$ cat src/rtl/bimodal_branch_predictor.sv
// Bimodal branch predictor for a dual-slot 64-bit fetch front end: banked saturating
// counters with a static backward-taken fallback while the table sweeps. Optional stats via BP_STATS_EN.
module bimodal_branch_predictor #(
  parameter int BHT_ENTRIES = 64,
  parameter int CTR_BITS    = 2
) (
  input  logic                clk,
  input  logic                rst_n,
  input  logic                fetch_valid,
  input  logic [31:0]         fetch_pc,
  input  logic [31:0]         instruction_low,
  input  logic [31:0]         instruction_high,
  input  logic [31:0]         delayed_pc,
  input  logic                delayed_pc2,
  input  logic                upd_valid,
  input  logic [31:0]         upd_pc,
  input  logic                upd_taken,
  input  logic [CTR_BITS-1:0] upd_ctr,
  output logic                take_branch,
  output logic [31:0]         target,
  output logic                instrBSkipped,
  output logic [CTR_BITS-1:0] pred_ctr0,
  output logic [CTR_BITS-1:0] pred_ctr1,
  output logic                init_done
`ifdef BP_STATS_EN
  ,
  input  logic                upd_mispredict,
  output logic [31:0]         stat_branches,
  output logic [31:0]         stat_mispredicts
`endif
);

  localparam int BANK_N = BHT_ENTRIES / 2;
  localparam int IDX_W  = $clog2(BANK_N);
  localparam logic [CTR_BITS-1:0] INIT_VAL = CTR_BITS'((2 ** (CTR_BITS - 1)) - 1);
  localparam logic [CTR_BITS-1:0] CTR_MAX  = '1;
  localparam logic [6:0]          OPC_BR   = 7'b1100011;

  typedef enum logic {S_INIT, S_RUN} state_e;

  state_e              state_q, state_d;
  logic [IDX_W-1:0]    init_idx_q, init_idx_d;
  logic                init_done_q, init_done_d;
  logic [CTR_BITS-1:0] rd0_q, rd0_d, rd1_q, rd1_d;

  logic [CTR_BITS-1:0] bank0_mem [BANK_N];
  logic [CTR_BITS-1:0] bank1_mem [BANK_N];

  logic                wr_en0, wr_en1;
  logic [IDX_W-1:0]    wr_idx;
  logic [CTR_BITS-1:0] wr_data;
  logic [CTR_BITS-1:0] upd_new;
  logic [IDX_W-1:0]    rd_idx;

  assign rd_idx = fetch_pc[IDX_W+2:3];

  always_comb begin
    if (upd_taken) upd_new = (upd_ctr == CTR_MAX) ? upd_ctr : upd_ctr + CTR_BITS'(1);
    else           upd_new = (upd_ctr == '0)      ? upd_ctr : upd_ctr - CTR_BITS'(1);
  end

  // Single write port per bank, shared between the init sweep and execute-stage training.
  always_comb begin
    wr_en0  = 1'b0;
    wr_en1  = 1'b0;
    wr_idx  = '0;
    wr_data = INIT_VAL;
    if (state_q == S_INIT) begin
      wr_en0  = 1'b1;
      wr_en1  = 1'b1;
      wr_idx  = init_idx_q;
    end else if (upd_valid) begin
      wr_en0  = ~upd_pc[2];
      wr_en1  = upd_pc[2];
      wr_idx  = upd_pc[IDX_W+2:3];
      wr_data = upd_new;
    end
  end

  always_ff @(posedge clk) begin
    if (wr_en0) bank0_mem[wr_idx] <= wr_data;
    if (wr_en1) bank1_mem[wr_idx] <= wr_data;
  end

  // Read registers hold on stall; same-cycle writes to the read index are forwarded.
  always_comb begin
    rd0_d = rd0_q;
    rd1_d = rd1_q;
    if (fetch_valid) begin
      if (state_q == S_INIT) begin
        rd0_d = INIT_VAL;
        rd1_d = INIT_VAL;
      end else begin
        rd0_d = (wr_en0 && (wr_idx == rd_idx)) ? wr_data : bank0_mem[rd_idx];
        rd1_d = (wr_en1 && (wr_idx == rd_idx)) ? wr_data : bank1_mem[rd_idx];
      end
    end
  end

  always_comb begin
    state_d     = state_q;
    init_idx_d  = init_idx_q;
    init_done_d = (state_q == S_RUN);
    if (state_q == S_INIT) begin
      init_idx_d = init_idx_q + IDX_W'(1);
      if (init_idx_q == IDX_W'(BANK_N - 1)) state_d = S_RUN;
    end
  end

  always_ff @(posedge clk or negedge rst_n) begin
    if (!rst_n) begin
      state_q     <= S_INIT;
      init_idx_q  <= '0;
      init_done_q <= 1'b0;
      rd0_q       <= '0;
      rd1_q       <= '0;
    end else begin
      state_q     <= state_d;
      init_idx_q  <= init_idx_d;
      init_done_q <= init_done_d;
      rd0_q       <= rd0_d;
      rd1_q       <= rd1_d;
    end
  end

  logic        br0, br1, p0, p1;
  logic [31:0] imm0, imm1;

  assign br0  = (instruction_low[6:0]  == OPC_BR);
  assign br1  = (instruction_high[6:0] == OPC_BR);
  assign imm0 = {{20{instruction_low[31]}}, instruction_low[7], instruction_low[30:25],
                 instruction_low[11:8], 1'b0};
  assign imm1 = {{20{instruction_high[31]}}, instruction_high[7], instruction_high[30:25],
                 instruction_high[11:8], 1'b0};
  assign p0   = br0 && ((state_q == S_RUN) ? rd0_q[CTR_BITS-1] : instruction_low[31]);
  assign p1   = br1 && ((state_q == S_RUN) ? rd1_q[CTR_BITS-1] : instruction_high[31]);

  always_comb begin
    take_branch   = 1'b0;
    target        = '0;
    instrBSkipped = 1'b0;
    if (delayed_pc2) begin
      if (p1) begin
        take_branch = 1'b1;
        target      = delayed_pc + 32'd4 + imm1;
      end
    end else if (p0) begin
      take_branch   = 1'b1;
      target        = delayed_pc + imm0;
      instrBSkipped = 1'b1;
    end else if (p1) begin
      take_branch = 1'b1;
      target      = delayed_pc + 32'd4 + imm1;
    end
  end

  assign pred_ctr0 = rd0_q;
  assign pred_ctr1 = rd1_q;
  assign init_done = init_done_q;

`ifdef BP_STATS_EN
  logic [31:0] stat_branches_q, stat_branches_d;
  logic [31:0] stat_mispredicts_q, stat_mispredicts_d;

  always_comb begin
    stat_branches_d    = stat_branches_q;
    stat_mispredicts_d = stat_mispredicts_q;
    if ((state_q == S_RUN) && upd_valid) begin
      stat_branches_d = stat_branches_q + 32'd1;
      if (upd_mispredict) stat_mispredicts_d = stat_mispredicts_q + 32'd1;
    end
  end

  always_ff @(posedge clk or negedge rst_n) begin
    if (!rst_n) begin
      stat_branches_q    <= '0;
      stat_mispredicts_q <= '0;
    end else begin
      stat_branches_q    <= stat_branches_d;
      stat_mispredicts_q <= stat_mispredicts_d;
    end
  end

  assign stat_branches    = stat_branches_q;
  assign stat_mispredicts = stat_mispredicts_q;
`endif

  logic unused_bits;
  assign unused_bits = ^{fetch_pc[31:IDX_W+3], fetch_pc[2:0], upd_pc[31:IDX_W+3], upd_pc[1:0],
                         instruction_low[24:12], instruction_high[24:12]};

endmodule

$ cat config.mk
export PLATFORM = sky130hd
export DESIGN_NAME = bimodal_branch_predictor
export DESIGN_NICKNAME = d
export VERILOG_FILES = /design/src/rtl/bimodal_branch_predictor.sv
export SDC_FILE = /design/constraint.sdc
export NUM_CORES = 1
export LEC_CHECK = 0
export ABC_AREA = 1
export ABC_CLOCK_PERIOD_IN_PS = 10300
export BUFFER_PORTS_ARGS = -buffer_cell sky130_fd_sc_hd__buf_2
export CAP_MARGIN = 30
export CORE_MARGIN = 8
export CORE_UTILIZATION = 62
export CTS_CLUSTER_SIZE = 24
export DETAILED_ROUTE_END_ITERATION = 8
export HOLD_SLACK_MARGIN = 0.02
export PLACE_DENSITY = 0.85
export SLEW_MARGIN = 40
export SYNTH_ARGS = -nofsm -noshare
export SYNTH_HDL_FRONTEND = slang
export SYNTH_SLANG_ARGS = --single-unit
$ cat constraint.sdc
create_clock -name clk -period 10.3 [get_ports clk]
set_input_delay 0 -clock clk [delete_from_list [all_inputs] [get_ports clk]]
set_output_delay 0 -clock clk [all_outputs]
set_load 0.005 [all_outputs]
Word level (Yosys, flattened, before mapping)
Memories as Yosys holds them, arrays and structs flattened.
Cells that the tools add are included.
Storage, ports and cells
  output and inout bits: 39
  flip-flop bits (word level): 11
  word-level logic and storage cells: 55
  memory bits (writable): 128
  memories: 2
Cells by class
  add/sub/neg operators: 6
  eq/ne operators: 5
  muxes and demuxes: 31
  bitwise logic cells: 1
  reductions and logical operators: 5
Memory list
  bank0_mem: depth 32, width 2, rd ports 1, clocked after Yosys merged registers in 0, write ports 1, RTL line 46  | logic [CTR_BITS-1:0] bank0_mem [BANK_N];
  bank1_mem: depth 32, width 2, rd ports 1, clocked after Yosys merged registers in 0, write ports 1, RTL line 47  | logic [CTR_BITS-1:0] bank1_mem [BANK_N];
Operator list (count)
  $mux W32: 3
  $add A32 B32 Y32: 2
  $add A32 B3 Y32 const B: 1
  $mux W2: 9
  $mux W1: 17
  $eq A7 B7 Y1 const B: 2
  $mux W5: 2
  $add A5 B1 Y5 const B: 1
  $eq A5 B5 Y1: 1
  $eq A5 B5 Y1 const B: 1
  $logic_and A1 B1 Y1: 4
  $add A2 B1 Y2 const B: 1
  $eq A2 B2 Y1 const B: 1
  $logic_not A2 Y1: 1
  $sub A2 B1 Y2 const B: 1
  $not A1 Y1: 1

Longest topological paths before layout
  depth in word-level cells: 7
  mapped depth: 18
  depth with buffers taken out: 18

Least setup slack after synthesis
No wires, ideal clock.
  path type: flip-flop to flip-flop
  from: reg state_q (netlist: init_done_d)
  to: mem bank0_mem[0][1] (data pin)
  data arrival time: 3193 ps
  data required time: 9609 ps
  cell stages (with the launch flop): 4
  slack: 6416 ps
  clock period less this slack: 3884 ps
  path through: dfrtp_1 > buf_6 > nand2_1 > nor3_1
On the way
  word-level cells in the longest chain between the ends: 1
RTL lines
  start, declared: RTL line 41  | state_e state_q, state_d;
  start signal, assigned: RTL line 118  | state_q <= state_d;
  $mux W2: RTL line 68  | if (state_q == S_INIT) begin
  net wr_data[1]: RTL line 51  | logic [CTR_BITS-1:0] wr_data;
  end, declared: RTL line 46
The timed path passes the listed nets, and every way through them passes these cells.

Final worst setup path
  from: reg state_q (netlist: init_done_d)
  to: out target[14]
On the way
  word-level cells in the longest chain between the ends: 5
RTL lines
  $mux W1: RTL line 136  | assign p1 = br1 && ((state_q == S_RUN) ? rd1_q[CTR_BITS-1] : instruction_high[31]);
  $logic_and A1 B1 Y1: RTL line 136
  $mux W32: RTL line 143, 151
  $mux W32: RTL line 147  | end else if (p0) begin
  $mux W32 *: RTL line 142  | if (delayed_pc2) begin
  end, declared: RTL line 20  | output logic [31:0] target,
Every way passes the cells marked *; elsewhere a longest branch is shown, timed or not.

==> impl_results.md <==
* Max-cap violations at 0
* Combinational Power Share at between 20% and 30%
* Int Power at around 1200 uW
* Chip width at 151 um
* Gates resized, CTS repair at 0
* Worst setup slack after layout at 6960 ps
* Core ar. at ~18000 sq um
* Final std cells w/o fill at 1956
* Pre-CTS worst setup slack at 7410 ps
* Max-slew violation count at 0
* Worst Hold Class: in2reg
* Outcome: completed
* Synthesized area at between 10000 and 15000 sq um
* Top_reg_cell synth: edfxtp_1
* First-pass GRT wire length at 52.2 mm
* Most frequent cells in the layout: nand2_1, inv_1, nand3_1, nor2_1, edfxtp_1
* Setup TNS at 0 ps
* Final wirelength at around 33 mm
* Seq/Total Area, Yosys at about 36%
* Iter 0 DRT Violations at around 940
* Cts bufs inserted at 17
* IO Pins at 207
* Vias per cell at 5.78
* Mapped Cells at 1600
* Initial antenna violation count at 0
* Ys Warns at 0
* Worst Tran Pin Value at 763 ps
* Vias in the first global route at 11100
* GRT Overall Usage at 29.0%
* TritonRoute pass-1 iters at 5
* Quantity of I/O buffers inserted on ports at ~130
* CTS Buffer Depth at 2
* CP Capture Type: output port
* Chip height at 151 um
* # diodes at 0
* Num Clock Sinks at 139
* Unrepaired setup endpoints after global routing: no
* Nets at ~2000
* Net Count, Synth at 1861
* Fmax achieved at 299 MHz
* Routability congestion estimate at 0.942
* Row Count at 49
* H-tree depth at 4
* Leak Pwr at 0.00641 uW
* CTS tree: done
* Vias at 11300
* CTS root buf: clkbuf_16
* # setup viols final at 0
* Placed cells at 1922
* Clock skew at 5.02 ps
* Drt drc at 0
* Synthesized area per cell at 7.09 sq um
* Clock power frac at 40.0%
* PwrDens at 131 nW/um^2
* Synth Register Bits at around 140
* Commonest non-fill, non-tap cell in the layout: nand2_1
* Layout cell share with drive strength beyond 1 at 11.6%
* Seq pwr share at 37.0%
* CP Launch Type: flop
* Crit path time final at 3340 ps
* CP Class: reg2out
* Asr flop ratio synth at 7.91%
* CP arrival at 3340 ps
* Die area at between 20000 and 25000 sq um
* Final Hold Viols at 0
* Sw frac at 28.6%
* Worst slew margin at 49.0%
* Initial Utilization at 63.2%
* Largest net degree at the start of global routing at around 70
* Worst skew pair latency at about 420 ps
* Post-CTS Hold Buffers at 3
* HPWL after DPL at 24.1 mm
* Leading area contributor after synthesis: edfxtp_1
* ANT nets after route at 0
* Post-route clock period utilization at about a third
* Synth unique cells at slightly below 50
* Fin util at a little under three quarters
* Setup bufs post-CTS at 0
* Crit path required time at 10300 ps
* Crit-path max FO at 21
* DR WL/cell at 16.7 um
* Maximum VDD drop at 0.181 mV
* Top cells by area, synth: edfxtp_1, nand2_1, ha_1
* Grt ovf at 0
* Psw at 482 uW
* Clk slew on worst S/H paths at approximately 60 ps
* Area grow syn2layout at 12.9%
* Post-synth EDFFs at around 130
* Top-area cell type share of the netlist area at 33.9%
[path summary, 6_finish.rpt]
check	start	to	slack, ps	cells after the start
max	init_done_d	target[14]	6960	9
min reg2reg	pred_ctr1[0]	pred_ctr1[0]	510	2
max in group asynchronous	rst_n	init_idx_q[0]	9320	3
min in group asynchronous	rst_n	pred_ctr1[1]	620	3
min	fetch_pc[7]	pred_ctr0[1]	90	5
max reg2reg	init_done_d	bank1_mem[22][1]	7540	6
[layer usage]
layer | global-route usage, % | vias up | routed length, um
li1 | - | 5496 | -
met1 | 32.0 | 5123 | 12100
met2 | 52.4 | 550 | 16300
met3 | 4.96 | 133 | 2620
met4 | 15.3 | 0 | 1730
met5 | 0 | - | 0
[flip-flops by register name (all words and copies together), names as in the netlist]
name	count
init_idx_q	5
init_done	1
pred_ctr1	2
pred_ctr0	2
init_done_d	1
bank1_mem	64
bank0_mem	64
[synth_stat cells (3+ instances only)]
master / n
nand3b_1: 13
nand4_1: 11
nor3_1: 39
a21oi_1: 66
dfrtp_1: 11
edfxtp_1: 128
inv_1: 201
nand3_1: 192
nand2_4: 4
o21ai_0: 51
inv_2: 6
ha_1: 91
xnor2_1: 8
o21ai_1: 6
clkbuf_1: 14
nand2_1: 521
o21bai_1: 10
or2_2: 5
nand2_2: 7
o211ai_1: 3
nor2_2: 4
and2_1: 7
buf_2: 19
nor2_1: 140
xor2_1: 5
buf_4: 3
or2_1: 3
[through the flow]
step	hold WS (ps)	area [sq um]	total power, uW
4_1_cts	87.2	12800	1670
6_report	92.9	12800	1680
3_3_place_gp	-125	12100	1000
2_1_floorplan	-296	11300	903
5_1_grt	107	12800	1750
3_5_place_dp	-118	12100	1010
[worst max-delay path: stages (launching register included)]
cell	delay, ps
dfrtp_1	790
nand2_1	110
o21ai_1	130
nor4_2	50
nand2_1	560
nand2_2	340
inv_2	440
o21ai_0	160
o21ai_1	180
buf_2	140
[layout make-up]
class / count / area (sq um)
clock buffer: 19 / 433
clock inverter: 12 / 219
fill: 1474 / 5150
inverter: 209 / 788
multi-input combinational: 1213 / 6260
sequential: 139 / 4120
tap: 229 / 287
timing repair buffer: 135 / 703
[power by group through the flow]
stage	registers (uW)	clock network, uW	logic (uW)
final	623	675	387
after global routing	623	696	435
after CTS	623	672	379
after detailed placement	634	0	376
after global placement	634	0	365
after floorplan	636	0	267
[kinds of logic (layout without fill, tap and decap cells)]
family / count (synthesis) / after routing / synth area share (%)
simple gates: 960 / 960 / 36.6
buf+inv: 248 / 375 / 8.64
compound gates: 147 / 147 / 7.05
flops: 139 / 139 / 36.3
fa+ha+maj: 93 / 93 / 10.4
xor+xnor: 13 / 13 / 1.00
(Power assumes the default switching activity.)
